$ cat src/rtl/ir_encoder.sv
// ir_encoder: pulse-distance IR frame transmitter.
// Sends a leader, MESSAGE_LENGTH data bits LSB first, a stop mark and an
// inter-frame gap. Optional build macro IR_CARRIER_EN: when defined, marks
// are gated by a square-wave carrier; otherwise signal_out is the raw
// mark envelope.
module ir_encoder #(
  parameter int MESSAGE_LENGTH      = 5,
  parameter int BIT_CYCLES          = 56250,
  parameter int ONE_SPACE_CYCLES    = 168750,
  parameter int LEAD_MARK_CYCLES    = 900000,
  parameter int LEAD_SPACE_CYCLES   = 450000,
  parameter int GAP_CYCLES          = 2000000,
  parameter int CARRIER_HALF_CYCLES = 1316
) (
  input  logic                      clk_in,
  input  logic                      rst_in,
  input  logic [MESSAGE_LENGTH-1:0] data_in,
  input  logic                      data_valid_in,
  output logic                      ready_out,
  output logic                      signal_out,
  output logic                      envelope_out,
  output logic                      busy_out,
  output logic                      done_out,
  output logic [2:0]                state_out
);

  typedef enum logic [2:0] {
    IDLE       = 3'd0,
    LEAD_MARK  = 3'd1,
    LEAD_SPACE = 3'd2,
    BIT_MARK   = 3'd3,
    BIT_SPACE  = 3'd4,
    STOP_MARK  = 3'd5,
    GAP        = 3'd6
  } state_t;

  function automatic int max2(input int a, input int b);
    return (a > b) ? a : b;
  endfunction

  localparam int MAX_CYC = max2(max2(max2(BIT_CYCLES, ONE_SPACE_CYCLES),
                                     max2(LEAD_MARK_CYCLES, LEAD_SPACE_CYCLES)),
                                max2(GAP_CYCLES, CARRIER_HALF_CYCLES));
  localparam int CW = $clog2(MAX_CYC) + 1;
  localparam int BW = $clog2(MESSAGE_LENGTH + 1);

  localparam logic [CW-1:0] BIT_LAST   = CW'(BIT_CYCLES - 1);
  localparam logic [CW-1:0] ONE_LAST   = CW'(ONE_SPACE_CYCLES - 1);
  localparam logic [CW-1:0] LMARK_LAST = CW'(LEAD_MARK_CYCLES - 1);
  localparam logic [CW-1:0] LSPC_LAST  = CW'(LEAD_SPACE_CYCLES - 1);
  localparam logic [CW-1:0] GAP_LAST   = CW'(GAP_CYCLES - 1);

  state_t                    state, state_next;
  logic [CW-1:0]             cnt, cnt_next;
  logic [MESSAGE_LENGTH-1:0] shift_reg, shift_next;
  logic [BW-1:0]             bit_cnt, bit_next;
  logic                      env_next, sig_next, ready_next, done_next;

  // Next-state, duration counter and shift register update
  always_comb begin
    state_next = state;
    cnt_next   = cnt + CW'(1);
    shift_next = shift_reg;
    bit_next   = bit_cnt;
    case (state)
      IDLE: begin
        cnt_next = '0;
        if (data_valid_in) begin
          shift_next = data_in;
          bit_next   = BW'(MESSAGE_LENGTH);
          state_next = LEAD_MARK;
        end
      end
      LEAD_MARK: if (cnt == LMARK_LAST) begin
        state_next = LEAD_SPACE;
        cnt_next   = '0;
      end
      LEAD_SPACE: if (cnt == LSPC_LAST) begin
        state_next = BIT_MARK;
        cnt_next   = '0;
      end
      BIT_MARK: if (cnt == BIT_LAST) begin
        state_next = BIT_SPACE;
        cnt_next   = '0;
      end
      BIT_SPACE: if (cnt == (shift_reg[0] ? ONE_LAST : BIT_LAST)) begin
        shift_next = shift_reg >> 1;
        bit_next   = bit_cnt - BW'(1);
        state_next = (bit_cnt != BW'(1)) ? BIT_MARK : STOP_MARK;
        cnt_next   = '0;
      end
      STOP_MARK: if (cnt == BIT_LAST) begin
        state_next = GAP;
        cnt_next   = '0;
      end
      GAP: if (cnt == GAP_LAST) begin
        state_next = IDLE;
        cnt_next   = '0;
      end
      default: begin
        state_next = IDLE;
        cnt_next   = '0;
      end
    endcase
  end

  // Output values are decoded from the next state so they can be registered
  always_comb begin
    env_next   = (state_next == LEAD_MARK) || (state_next == BIT_MARK) ||
                 (state_next == STOP_MARK);
    ready_next = (state_next == IDLE);
    done_next  = (state == GAP) && (state_next == IDLE);
  end

`ifdef IR_CARRIER_EN
  localparam int KW = $clog2(2 * CARRIER_HALF_CYCLES) + 1;
  localparam logic [KW-1:0] CAR_LAST = KW'(2 * CARRIER_HALF_CYCLES - 1);
  localparam logic [KW-1:0] CAR_HALF = KW'(CARRIER_HALF_CYCLES);

  logic [KW-1:0] car_cnt, car_next;

  // Carrier phase restarts on every mark entry so each mark begins LED-on
  always_comb begin
    car_next = car_cnt + KW'(1);
    if ((env_next && (state_next != state)) || (car_cnt == CAR_LAST)) begin
      car_next = '0;
    end
    sig_next = env_next && (car_next < CAR_HALF);
  end

  // Carrier phase register
  always_ff @(posedge clk_in) begin
    if (rst_in) car_cnt <= '0;
    else        car_cnt <= car_next;
  end
`else
  // Raw envelope drives the LED directly
  always_comb begin
    sig_next = env_next;
  end
`endif

  // State, datapath and registered outputs
  always_ff @(posedge clk_in) begin
    if (rst_in) begin
      state        <= IDLE;
      cnt          <= '0;
      shift_reg    <= '0;
      bit_cnt      <= '0;
      ready_out    <= 1'b1;
      busy_out     <= 1'b0;
      envelope_out <= 1'b0;
      signal_out   <= 1'b0;
      done_out     <= 1'b0;
    end else begin
      state        <= state_next;
      cnt          <= cnt_next;
      shift_reg    <= shift_next;
      bit_cnt      <= bit_next;
      ready_out    <= ready_next;
      busy_out     <= !ready_next;
      envelope_out <= env_next;
      signal_out   <= sig_next;
      done_out     <= done_next;
    end
  end

  assign state_out = state;

endmodule

$ cat config.mk
export PLATFORM = sky130hd
export DESIGN_NAME = ir_encoder
export DESIGN_NICKNAME = d
export VERILOG_FILES = /design/src/rtl/ir_encoder.sv
export SDC_FILE = /design/constraint.sdc
export NUM_CORES = 1
export LEC_CHECK = 0
export CELL_PAD_IN_SITES_DETAIL_PLACEMENT = 2
export CELL_PAD_IN_SITES_GLOBAL_PLACEMENT = 2
export CORE_ASPECT_RATIO = 1.2
export CORE_MARGIN = 4
export CORE_UTILIZATION = 32
export DETAILED_ROUTE_END_ITERATION = 8
export PLACE_DENSITY = 0.84
export SYNTH_ARGS = -nofsm -noshare
export SYNTH_HDL_FRONTEND = slang
export SYNTH_SLANG_ARGS = --single-unit
$ cat constraint.sdc
create_clock -name clk_in -period 2.15 [get_ports clk_in]
set_input_delay 0.43 -clock clk_in [delete_from_list [all_inputs] [get_ports clk_in]]
set_output_delay 0.43 -clock clk_in [all_outputs]
set_load 0.01 [all_outputs]
---- Word-level counts from Yosys, hierarchy flattened ----
Index checks and enable logic that the tools add are counted.
word-level totals
  ROM bits ................................ 0
  RAM bits ................................ 0
  flip-flop bits (word level) ............. 37
  word-level logic and storage cells ...... 58
  output and inout bits ................... 8
  input bits .............................. 8
  bits in latches ......................... 0
  memories kept ........................... 0
cells by class
  reduce and logical (&&, ||, !) cells .... 9
  equal/unequal tests ..................... 17
  magnitude comparators ................... 0
  muxes and demuxes ....................... 22
  divide/modulo/power cells ............... 0
  bitwise logic cells ..................... 0
  $mul .................................... 0
  add/sub/neg operators ................... 2
  shift-type cells ........................ 0
operators with widths
  operator               count
  $mux 22                5
  $pmux 22 s5            1
  $mux 3                 10
  $add 22x1->22 const B  1
  $eq 22x16->1 const B   1
  $eq 22x18->1           1
  $eq 22x19->1 const B   1
  $eq 22x20->1 const B   1
  $eq 22x21->1 const B   1
  $pmux 3 s7             1
  $mux 18                1
  $eq 3x3->1 const B     4
  $mux 5                 2
  $pmux 5 s2             1
  $eq 3x2->1 const B     3
  $eq 3x1->1 const B     2
  $logic_not 3->1        2
  $pmux 3 s2             1
  $ne 2x2->1 const B     2
  $ne 3x1->1 const B     1
  $reduce_and 3->1       1
  $sub 3x1->3 const B    1
  $logic_or 1x1->1       2
  $reduce_bool 2->1      1
  other kinds (3)        3

---- Depth between registers and ports, before layout ----
Gate-level depths: netlist of the first run.
  word-level depth ........................ 7
  mapped depth ............................ 9
  gate-level depth less buffers ........... 8

---- Worst setup path after synthesis of the first run ----
No wires, ideal clock.
  kind .................................... flip-flop to flip-flop
  from .................................... register cnt[0]
  to ...................................... register done_out
  data arrival time ....................... 2297 ps
  setup slack ............................. -235 ps
  setup time .............................. 88 ps
  cell stages (with the launch flop) ...... 8
  required time ........................... 2062 ps
  path through ............................ dfxtp_1 > ha_1 > nand3_1 > or2_2 > o41ai_1 > o311ai_2 > or3_4 > nor4_2
on the way
  cells in the longest elaborated chain, start to end .. 5
  elaborated cells between the ends (all ways) .. 14
RTL lines
  element                               RTL line  text
  start: declaration                    54        logic [CW-1:0] cnt, cnt_next;
  start signal: assignment              157       cnt <= cnt_next;
  $eq 22x21->1 (tied with other cells)  96        GAP: if (cnt == GAP_LAST) begin
  $mux 3 (tied with other cells)        96
  $pmux 3 s7 *                          65        case (state)
  $logic_not 3->1 *                     112       done_next = (state == GAP) && (state_next == IDLE);
  $logic_and 1x1->1 *                   112
  end signal: assignment                164       done_out <= done_next;
  end: declaration                      23        output logic done_out,
Every way passes the cells marked *; elsewhere a longest branch is shown, timed or not.
A chain may end at the register's enable or synchronous reset.

---- Final worst setup path of the first run ----
  from .................................... register cnt[6]
  to ...................................... register done_out
The elaborated chain is that of the path after synthesis.

==> summary.md, run 1 <==
| Metric | Value |
|---|---|
| First-pass GRT wire length | `about 16 mm` |
| Mean routed wirelength per cell | `29.0 µm` |
| ANT cells | `0` |
| Worst EP required | `2.36 ns` |
| Critical path peak fanout | `4` |
| CP arrival | `roughly 2.7 ns` |
| Flip-flop count of the largest register after layout | `22` |
| GPL Wtd Cong | `0.820` |
| Sequential area share after synthesis | `a little over a third` |
| Startpoint Class | `flip-flop` |
| Layout area overhead | `54.7%` |
| I/O Buffers | `15` |
| CP Cell Sequence | `or4b_1 > or4_4 > o21ai_4 > o311ai_4 > or3_4 > nor4_2` |
| Fmax | `403 MHz` |
| Final setup vio count | `36` |
| Max stage delay on crit path | `0.54 ns` |
| Number of CTS-inserted buffers | `5` |
| Most common library cells after synthesis | `dfxtp_1, nor2_1, nand3_1, xor2_1, nand2_1` |
| DRT iter0 DRCs | `about 190` |
| Slew HR | `64.5%` |
| Total grt overflow | `0` |
| Synth top area share | `between 30% and 40%` |
| CP max-delay cell | `or4b_1` |
| Ports | `16` |
| R2R Path Start | `cnt[6]` |
| DR vias/cell | `5.87` |
| Post-synth EDFFs | `0` |
| Crit Path Class | `flip-flop to flip-flop` |
| Nets | `323` |
| Final core occ | `approximately half` |
| Maximum vdd drop | `about 0.00036 V` |
| ANT nets after route | `0` |
| Setup WS post-layout | `-0.330 ns` |
| Post-CTS Hold Buffers | `0` |
| Synthesized flop and latch total | `37` |
| Syn avg cell area | `8.46 µm²` |
| Initial antenna violation count | `0` |
| Fin Hold WS | `0.483 ns` |
| Count leader, synth | `dfxtp_1` |
| CTS H-tree lvls | `2` |
| Initial cell density of the core | `33.4%` |
| Max cap viols | `0` |
| Run status | `finished, violations left` |
| Detailed Place HPWL | `6.05 mm` |
| Worst-Skew Late Latency | `0.31 ns` |
| Syn. warnings | `0` |
| Failing checks | `negative setup slack` |
| Sink Count | `37` |
| Final clock skew | `0.0108 ns` |
| Vias in the first global route | `around 2.6k` |
| Most used flip-flop cell after synthesis | `dfxtp_1` |
| Worst-Margin Slew | `0.528 ns` |
| Synthesized instance count | `approximately 240` |
| Hold Path Sink | `cnt[0]` |
| DR pass1 iterations | `4` |
| R2r worst-path depth | `6` |
| Largest net degree at the start of global routing | `13` |
| Die Height | `95.6 µm` |
| DIE AREA | `7750 µm²` |
| Reg2reg setup slack | `-0.33 ns` |
| CTS tree | `yes` |
| Post-synth top area cell | `dfxtp_1` |
| Via Count | `2313` |
| CTS clk-pin slew, worst paths | `approximately 0.090 ns` |
| Core Box Area | `6130 µm²` |
| P_leak | `between 1 and 1.5 nW` |
| Worst hold path class | `flip-flop to flip-flop` |
| CTS Root Cell | `clkbuf_8` |
| Max-slew violations | `0` |
| Final min period | `2.48 ns` |
| Die X | `81.0 µm` |
| Final WL | `11.4 mm` |
| Gr usage total | `between 20 and 30%` |
| Min-delay src | `cnt[0]` |
| Clock Path Buffers | `2` |
| Synthesized area | `2050 µm²` |
| Period utilisation layout | `115%` |
| Cell variety after synth | `52` |
| Share of post-route cells with drive strength above 1 | `41.7%` |
| Ranking of synthesized cells by area | `dfxtp_1, nor2_1, xor2_1, nand3_1, xnor2_1` |
| Drt drc | `0` |
| Rows | `31` |
| Final hold violation count | `0` |
| Synth async-reset ratio | `0%` |
| WHS Path Cells | `1` |
| Unrepaired setup endpoints after global routing | `true` |
| RR Endpoint | `done_out` |
| Nature of the critical path endpoint | `flip-flop` |
| Power Density | `499 nW/µm²` |
| Net Count, Synth | `254` |
-- power breakdown --
part,internal (W),switching [W]
Sequential,0.000702,0.0000264
Combinational,0.0000899,0.0000915
Clock,0.000378,0.000293
-- kinds of logic (layout without fill, tap and decap cells) --
logic type / Yosys count / after routing / synth area share (%)
simple gates: 130 / 130 / 36.8
flops: 37 / 37 / 36.2
compound gates: 26 / 26 / 9.47
buf+inv: 21 / 91 / 4.64
xor+xnor: 20 / 20 / 8.55
fa+ha+maj: 4 / 4 / 2.44
mux: 4 / 4 / 1.95
-- worst max path at each step --
stage,cells after the start,from,end,slack [ns]
final,6,cnt[6],done_out,-0.33
after global routing,6,cnt[6],done_out,-0.37
after CTS,6,cnt[6],done_out,-0.19
after detailed placement,8,cnt[0],done_out,-0.39
after global placement,8,cnt[0],done_out,-0.19
after floorplan,7,cnt[6],done_out,-0.17
-- routing by layer --
layer  global-route usage [%]  part of all wire [%]  up-vias
met1                     28.9                    38     1177
met2                     53.7                    53       77
met5                        0                     0        -
li1                         -                     -     1013
met3                     6.81                   3.4       46
met4                     15.1                   5.8        0
-- what timing repair did --
action                     4_1_cts  5_1_grt
setup endpoints to repair       34       36
setup buffers                    7        2
gates cloned                     1        0
pin swaps                       16       10
resized for setup               52       27
-- area by class of cell --
cell class | count | area, µm²
Clock buffer | 6 | 82.6
Clock inverter | 2 | 37.5
Fill cell | 651 | 2960
Inverter | 8 | 30.0
Multi-Input combinational cell | 184 | 1520
Sequential cell | 37 | 753
Tap cell | 82 | 103
Timing Repair Buffer | 75 | 647
-- per-stage QoR --
step | TNS (ns) | cells | total power [W] | cell area, µm² | worst slack (ns)
global route | -8.68 | 394 | 0.00163 | 3170 | -0.367
CTS | -3.50 | 394 | 0.00155 | 3040 | -0.191
finish | -6.21 | 394 | 0.00158 | 3170 | -0.330
detailed placement | -7.43 | 378 | 0.000853 | 2650 | -0.392
floorplan | -1.46 | 242 | 0.000791 | 2060 | -0.172
global placement | -1.58 | 378 | 0.000843 | 2650 | -0.193
-- worst max-delay path, delay by kind of cell (launching register included) --
family             cells  cell delay, ns
AOI/OAI and AO/OA      2            0.32
DFF                    1            0.33
and+or+nand+nor        4            1.72
-- layout by cell type (no fill, tap or decap), drive strengths merged, types with 3 or more instances in the layout --
master,n
a211oi,6
a21oi,4
and3,8
buf,60
clkbuf,6
clkdlybuf4s50,15
dfxtp,37
ha,4
inv,8
mux2i,4
nand2,12
nand2b,3
nand3,13
nand3b,3
nand4,7
nand4b,5
nor2,36
nor3,9
nor4,5
nor4b,4
o21ai,3
or2,3
or3,5
or4,3
xnor2,7
xor2,13
No activity file was read; power rests on OpenSTA's default activity.
==> run 2: changes to the inputs <==
--- a/config.mk
+++ b/config.mk
@@ -5,7 +5,7 @@
 export SDC_FILE = /design/constraint.sdc
 export NUM_CORES = 1
 export LEC_CHECK = 0
-export CELL_PAD_IN_SITES_DETAIL_PLACEMENT = 2
+export CELL_PAD_IN_SITES_DETAIL_PLACEMENT = 1
 export CELL_PAD_IN_SITES_GLOBAL_PLACEMENT = 2
 export CORE_ASPECT_RATIO = 1.2
 export CORE_MARGIN = 4
==> summary.md, run 2 (synthesis gave the netlist of run 1 again) <==
| Metric | Value |
|---|---|
| Run status | `finished, violations left` |
| Failing checks | `negative setup slack` |
| I/O Buffers | `15 (unchanged)` |
| Post-CTS Hold Buffers | `0 (unchanged)` |
| Worst Setup EP | `done_out` |
| Final non-filler cell total | `392 (-0.51%)` |
| Via Count | `2070 (-11%)` |
| Largest net degree at the start of global routing | `15 (+2)` |
| Reg2reg setup slack | `-0.17 ns (+0.16 ns)` |
| GPL Wtd Cong | `0.820 (unchanged)` |
| Commonest non-fill, non-tap cell in the layout | `buf_4` |
| DR pass1 iterations | `4 (unchanged)` |
| ANT nets after route | `0 (unchanged)` |
| ANT cells | `0 (unchanged)` |
| Initial antenna violation count | `0 (unchanged)` |
| R2R Path Start | `cnt[6]` |
| Maximum vdd drop | `0.000229 V (-37%)` |
| Worst EP required | `2.36 ns (about the same)` |
| Share of post-route cells with drive strength above 1 | `33.5% (-8.1 points)` |
| Slew HR | `67.7% (+3.2 points)` |
| Die X | `81.0 µm (unchanged)` |
| Die Height | `95.6 µm (unchanged)` |
| Nature of the critical path endpoint | `flip-flop` |
| CTS clk-pin slew, worst paths | `0.08 ns (about the same)` |
| P_leak | `1.14 nW (-4.5%)` |
| Unrepaired setup endpoints after global routing | `true` |
| Max cap viols | `0 (unchanged)` |
| Final hold violation count | `0 (unchanged)` |
| Number of CTS-inserted buffers | `5 (unchanged)` |
| Sink Count | `37 (unchanged)` |
| Initial cell density of the core | `33.4% (unchanged)` |
| Detailed Place HPWL | `4.99 mm (-18%)` |
| Mean routed wirelength per cell | `17.4 µm (-40%)` |
| CTS tree | `yes` |
| Crit Path Class | `flip-flop to flip-flop` |
| Critical path peak fanout | `8 (+4)` |
| RR Endpoint | `done_out` |
| Startpoint Class | `flip-flop` |
| Fmax | `430 MHz (+6.7%)` |
| DR vias/cell | `5.28 (-10%)` |
| Post-route cell area | `2990 µm² (-5.6%)` |
| Layout area overhead | `46.1%` |
| Worst-Margin Slew | `0.482 ns (-0.0463 ns)` |
| Vias in the first global route | `2101 (-19%)` |
| Fin Hold WS | `0.435 ns (-0.0473 ns)` |
| CTS Root Cell | `clkbuf_8` |
| Worst-Skew Late Latency | `0.30 ns (about the same)` |
| CP startpoint | `cnt[6]` |
| DIE AREA | `7750 µm² (unchanged)` |
| First-pass GRT wire length | `10.4 mm (-34%)` |
| Final WL | `6.83 mm (-40%)` |
| Gr usage total | `17.7% (-11 points)` |
| Area after DPL | `2650 µm² (unchanged)` |
| CTS H-tree lvls | `2 (unchanged)` |
| Flip-flop count of the largest register after layout | `22 (unchanged)` |
| CP arrival | `2.54 ns (-0.15 ns)` |
| Final min period | `2.32 ns (-0.157 ns)` |
| Worst hold path class | `flip-flop to flip-flop` |
| Total grt overflow | `0 (unchanged)` |
| Core Box Area | `6130 µm² (unchanged)` |
| R2r worst-path depth | `6 (unchanged)` |
| Nets | `321 (-0.62%)` |
| Final clock skew | `0.00980 ns (-0.00101 ns)` |
| Power Density | `507 nW/µm² (+1.7%)` |
| Setup WS post-layout | `-0.173 ns (+0.157 ns)` |
| Placed Cells | `378 (unchanged)` |
| Period utilisation layout | `108% (-7.3 points)` |
| DRT iter0 DRCs | `74 (-61%)` |
| Rows | `31 (unchanged)` |
| Max-slew violations | `0 (unchanged)` |
| Drt drc | `0 (unchanged)` |
| Setup slack at placement | `-0.235 ns (+0.156 ns)` |
| Final setup vio count | `26 (-28%)` |
| Clock Path Buffers | `2 (unchanged)` |
| Commonest non-fill, non-tap cells in the layout | `buf_4, nor2_1, dfxtp_1` |
| Ports | `16 (unchanged)` |
| Fillers | `746 (+15%)` |
run 2: cell count changes in the layout (fill, tap and decap cells not counted), moves of 2 or more:
cell	before	now
a21oi_1	2	4
nor2_1	29	32
and3_1	6	8
a21oi_2	2	0
buf_6	7	5
nor2_4	3	0
run 2: through the flow:
stage               power [W]  setup TNS (ns)  util, %
finish                0.00152           -3.02     48.8
global route          0.00157           -5.44     48.8
CTS                   0.00150           -3.31     46.3
detailed placement   0.000849           -3.34     43.2
global placement     0.000843           -1.58     43.2
floorplan            0.000791           -1.46        -
run 2: worst min path at each step:
stage | start | to | slack, ns | cells past startpoint
CTS | cnt[0] | cnt[0] | 0.44 | 1
detailed placement | cnt[0] | cnt[0] | 0.46 | 1
finish | cnt[0] | cnt[0] | 0.44 | 1
floorplan | bit_cnt[1] | bit_cnt[1] | 0.45 | 2
global placement | cnt[0] | cnt[0] | 0.44 | 1
global route | cnt[0] | cnt[0] | 0.47 | 1
run 2: where the power goes:
group	leakage (nW)	internal [W]	total (W)	switching, W
clock	0.0585	0.000379	0.000642	0.000264
combinational	0.775	0.0000886	0.000157	0.0000683
sequential	0.304	0.000703	0.000719	0.0000158
total	1.14	0.00117	0.00152	0.000348
run 2: repair_timing:
item,CTS,global route
gates cloned,0,1
setup endpoints to repair,31,33
pin swaps,9,6
buffers inserted,1,5
gates resized for setup,17,23
endpoints found under the hold margin,0,0
run 2: worst max-delay path, cell delays in order (launching register included):
cell	delay, ns
dfxtp_1	0.32
buf_4	0.16
or4_1	0.63
o41ai_4	0.32
o311ai_4	0.18
or3_4	0.40
nor4_2	0.24
run 2: layout make-up:
class                           instances  area [µm²]  area share, %
Timing Repair Buffer                   73         634           21.2
Tap cell                               82         103           3.43
Inverter                                8        30.0           1.00
Sequential cell                        37         749           25.1
Clock buffer                            7        86.3           2.89
Clock inverter                          1        30.0           1.00
Multi-Input combinational cell        184        1360           45.4
run 2: routing by layer:
metal | vias up | wire, µm | track usage, %
met4 | 0 | 186 | 7.32
met5 | - | 0 | 0
li1 | 1000 | - | -
met3 | 16 | 162 | 3.31
met1 | 1021 | 2770 | 20.3
met2 | 33 | 3710 | 31.9
==> run 3: changes to the inputs <==
--- a/config.mk
+++ b/config.mk
@@ -8,7 +8,7 @@
 export CELL_PAD_IN_SITES_DETAIL_PLACEMENT = 1
 export CELL_PAD_IN_SITES_GLOBAL_PLACEMENT = 2
 export CORE_ASPECT_RATIO = 1.2
-export CORE_MARGIN = 4
+export CORE_MARGIN = 1.5
 export CORE_UTILIZATION = 32
 export DETAILED_ROUTE_END_ITERATION = 8
 export PLACE_DENSITY = 0.84
==> summary.md, run 3 (synthesis gave the netlist of run 1 again) <==
| Metric | Value |
|---|---|
| Nets | `322 (+0.31%)` |
| Fillers | `743 (-0.40%)` |
| Worst-Skew Late Latency | `0.30 ns (about the same)` |
| ANT cells | `0 (unchanged)` |
| Flip-flop count of the largest register after layout | `22 (unchanged)` |
| DIE AREA | `6890 µm² (-11%)` |
| Period utilisation layout | `108% (about the same)` |
| CTS clk-pin slew, worst paths | `0.08 ns (about the same)` |
| Final clock skew | `0.00870 ns (-0.00109 ns)` |
| Nature of the critical path endpoint | `flip-flop` |
| Max cap viols | `0 (unchanged)` |
| CTS H-tree lvls | `2 (unchanged)` |
| Drt drc | `0 (unchanged)` |
| Top delay family on crit path | `simple AND/OR/NAND/NOR gates` |
| Critical path peak fanout | `4 (-4)` |
| Final core occ | `49.2% (+0.37 points)` |
| DR pass1 iterations | `4 (unchanged)` |
| Post-route cell area | `3010 µm² (+0.75%)` |
| Number of CTS-inserted buffers | `5 (unchanged)` |
| Power Density | `455 nW/µm² (-10%)` |
| Max-slew violations | `0 (unchanged)` |
| Final non-filler cell total | `393 (+0.26%)` |
| Multi-input gate area | `1390 µm² (+2.4%)` |
| Share of power burned in registers | `52.3% (+5.0 points)` |
| Die X | `76.0 µm (-6.2%)` |
| Commonest non-fill, non-tap cell in the layout | `buf_4` |
| Final WL | `6.86 mm (+0.45%)` |
| Die Height | `90.6 µm (-5.2%)` |
| ANT nets after route | `0 (unchanged)` |
| Largest net degree at the start of global routing | `12 (-3)` |
| DR vias/cell | `5.27 (-0.25%)` |
| Int Power | `0.00102 W (-13%)` |
| Via Count | `2070 (unchanged)` |
| CP arrival | `2.53 ns (about the same)` |
| Fmax | `430 MHz (about the same)` |
| Buffers and inverters on the worst path | `0 (-1)` |
| I/O Buffers | `15 (unchanged)` |
| Mean routed wirelength per cell | `17.4 µm (+0.20%)` |
| Layout area overhead | `47.2%` |
| Worst-Margin Slew | `0.500 ns (+0.0187 ns)` |
| Worst EP required | `2.36 ns (about the same)` |
| Commonest non-fill, non-tap cells in the layout | `buf_4, nor2_1, dfxtp_1` |
| Comb pwr share | `12.0% (+1.7 points)` |
| P_leak | `1.14 nW (about the same)` |
| Worst hold path class | `flip-flop to flip-flop` |
| Setup WS post-layout | `-0.174 ns (-0.000455 ns)` |
| Switch share | `25.7% (+2.8 points)` |
| DRT iter0 DRCs | `86 (+16%)` |
| First-pass GRT wire length | `11.1 mm (+7.1%)` |
| Switch Pwr | `0.000353 W (+1.5%)` |
| Clk pwr share | `35.6% (-6.7 points)` |
| Rows | `31 (unchanged)` |
| Crit Path Class | `flip-flop to flip-flop` |
| CP Cell Sequence | `or4b_1 > or4_4 > o21ai_4 > o311ai_4 > or3_4 > nor4_4` |
| CP max-delay cell | `or4b_1` |
| Gr usage total | `20.6% (+2.9 points)` |
| Max stage delay on crit path | `0.50 ns (-0.13 ns)` |
| GPL Wtd Cong | `0.814 (-0.70%)` |
| Vias in the first global route | `2168 (+3.2%)` |
| Final min period | `2.32 ns (+0.000455 ns)` |
| Clock Path Buffers | `2 (unchanged)` |
| Setup slack at placement | `-0.180 ns (+0.0556 ns)` |
| Unrepaired setup endpoints after global routing | `true` |
| Final hold violation count | `0 (unchanged)` |
| Total grt overflow | `0 (unchanged)` |
| Placed Cells | `377 (-0.26%)` |
| Ports | `16 (unchanged)` |
| Failing checks | `negative setup slack` |
| Slew HR | `66.3% (-1.3 points)` |
| Sink Count | `37 (unchanged)` |
| Reg area | `756 µm² (+0.83%)` |
| Startpoint Class | `flip-flop` |
| Core Box Area | `6130 µm² (unchanged)` |
| Share of post-route cells with drive strength above 1 | `35.4% (+1.8 points)` |
| Final setup vio count | `27 (+3.8%)` |
| Detailed Place HPWL | `4.81 mm (-3.5%)` |
| Maximum vdd drop | `0.000219 V (-4.0%)` |
| CTS tree | `yes` |
| Run status | `finished, violations left` |
| CTS Root Cell | `clkbuf_8` |
| Initial cell density of the core | `33.4% (unchanged)` |
| Power, Total | `0.00137 W (-9.6%)` |
| Area after DPL | `2640 µm² (-0.28%)` |
| Initial antenna violation count | `0 (unchanged)` |
==> run 3: cell types whose count changed in the layout (fill, tap and decap cells not counted), sizes merged <==
cell and delta:
buf +2, bufinv -1, clkinv +2, clkbuf -2
==> run 3: path summary, 6_finish.rpt <==
| kind | start | to | slack, ns | cells after the start |
|---|---|---|---|---|
| worst max-delay path | cnt[6] | done_out | -0.17 | 6 |
| worst min-delay path | cnt[0] | cnt[0] | 0.45 | 1 |
| worst max register to register | cnt[6] | done_out | -0.17 | 6 |
| worst min register to register | cnt[0] | cnt[0] | 0.45 | 1 |
==> run 3: repair_timing <==
item / CTS / global route
pin swaps: 8 / 11
setup buffers: 6 / 3
hold buffers: 0 / 0
resized for setup: 27 / 28
endpoints found under the setup margin: 34 / 36
cloned: 2 / 0
==> run 3: power groups by stage <==
stage / logic, W / registers, W / clock network, W
4_1_cts: 0.000149 / 0.000716 / 0.000500
6_report: 0.000165 / 0.000718 / 0.000489
3_3_place_gp: 0.000113 / 0.000731 / 0
3_5_place_dp: 0.000117 / 0.000732 / 0
5_1_grt: 0.000177 / 0.000721 / 0.000545
2_1_floorplan: 0.0000587 / 0.000732 / 0
==> run 3: layout make-up <==
class / count / share of cell area, %
multi-input cells: 184 / 46.2
flip-flops and latches: 37 / 25.1
repair buffers: 74 / 21.6
well taps: 82 / 3.40
clock buffers: 6 / 2.41
inverters: 8 / 0.996
clock inverters: 2 / 0.332
==> run 3: layer usage <==
layer	vias up	global-route usage (%)	share of wire, %
met3	16	4.14	2.5
li1	1007	-	-
met2	40	38.7	54
met4	0	7.72	2.8
met5	-	0	0
met1	1007	22.7	41
==> run 3: worst reg2reg max path, delay by kind of cell, from the launching register on <==
| kind | cells | cell delay (ns) |
|---|---|---|
| AOI/OAI and AO/OA | 2 | 0.29 |
| DFF | 1 | 0.32 |
| and+or+nand+nor | 4 | 1.62 |
==> run 3: stage by stage <==
stage               hold WS, ns  TNS, ns
floorplan                 0.448    -1.46
global placement          0.447    -1.45
detailed placement        0.459    -2.75
CTS                       0.464    -2.61
global route              0.471    -5.34
finish                    0.448    -2.64
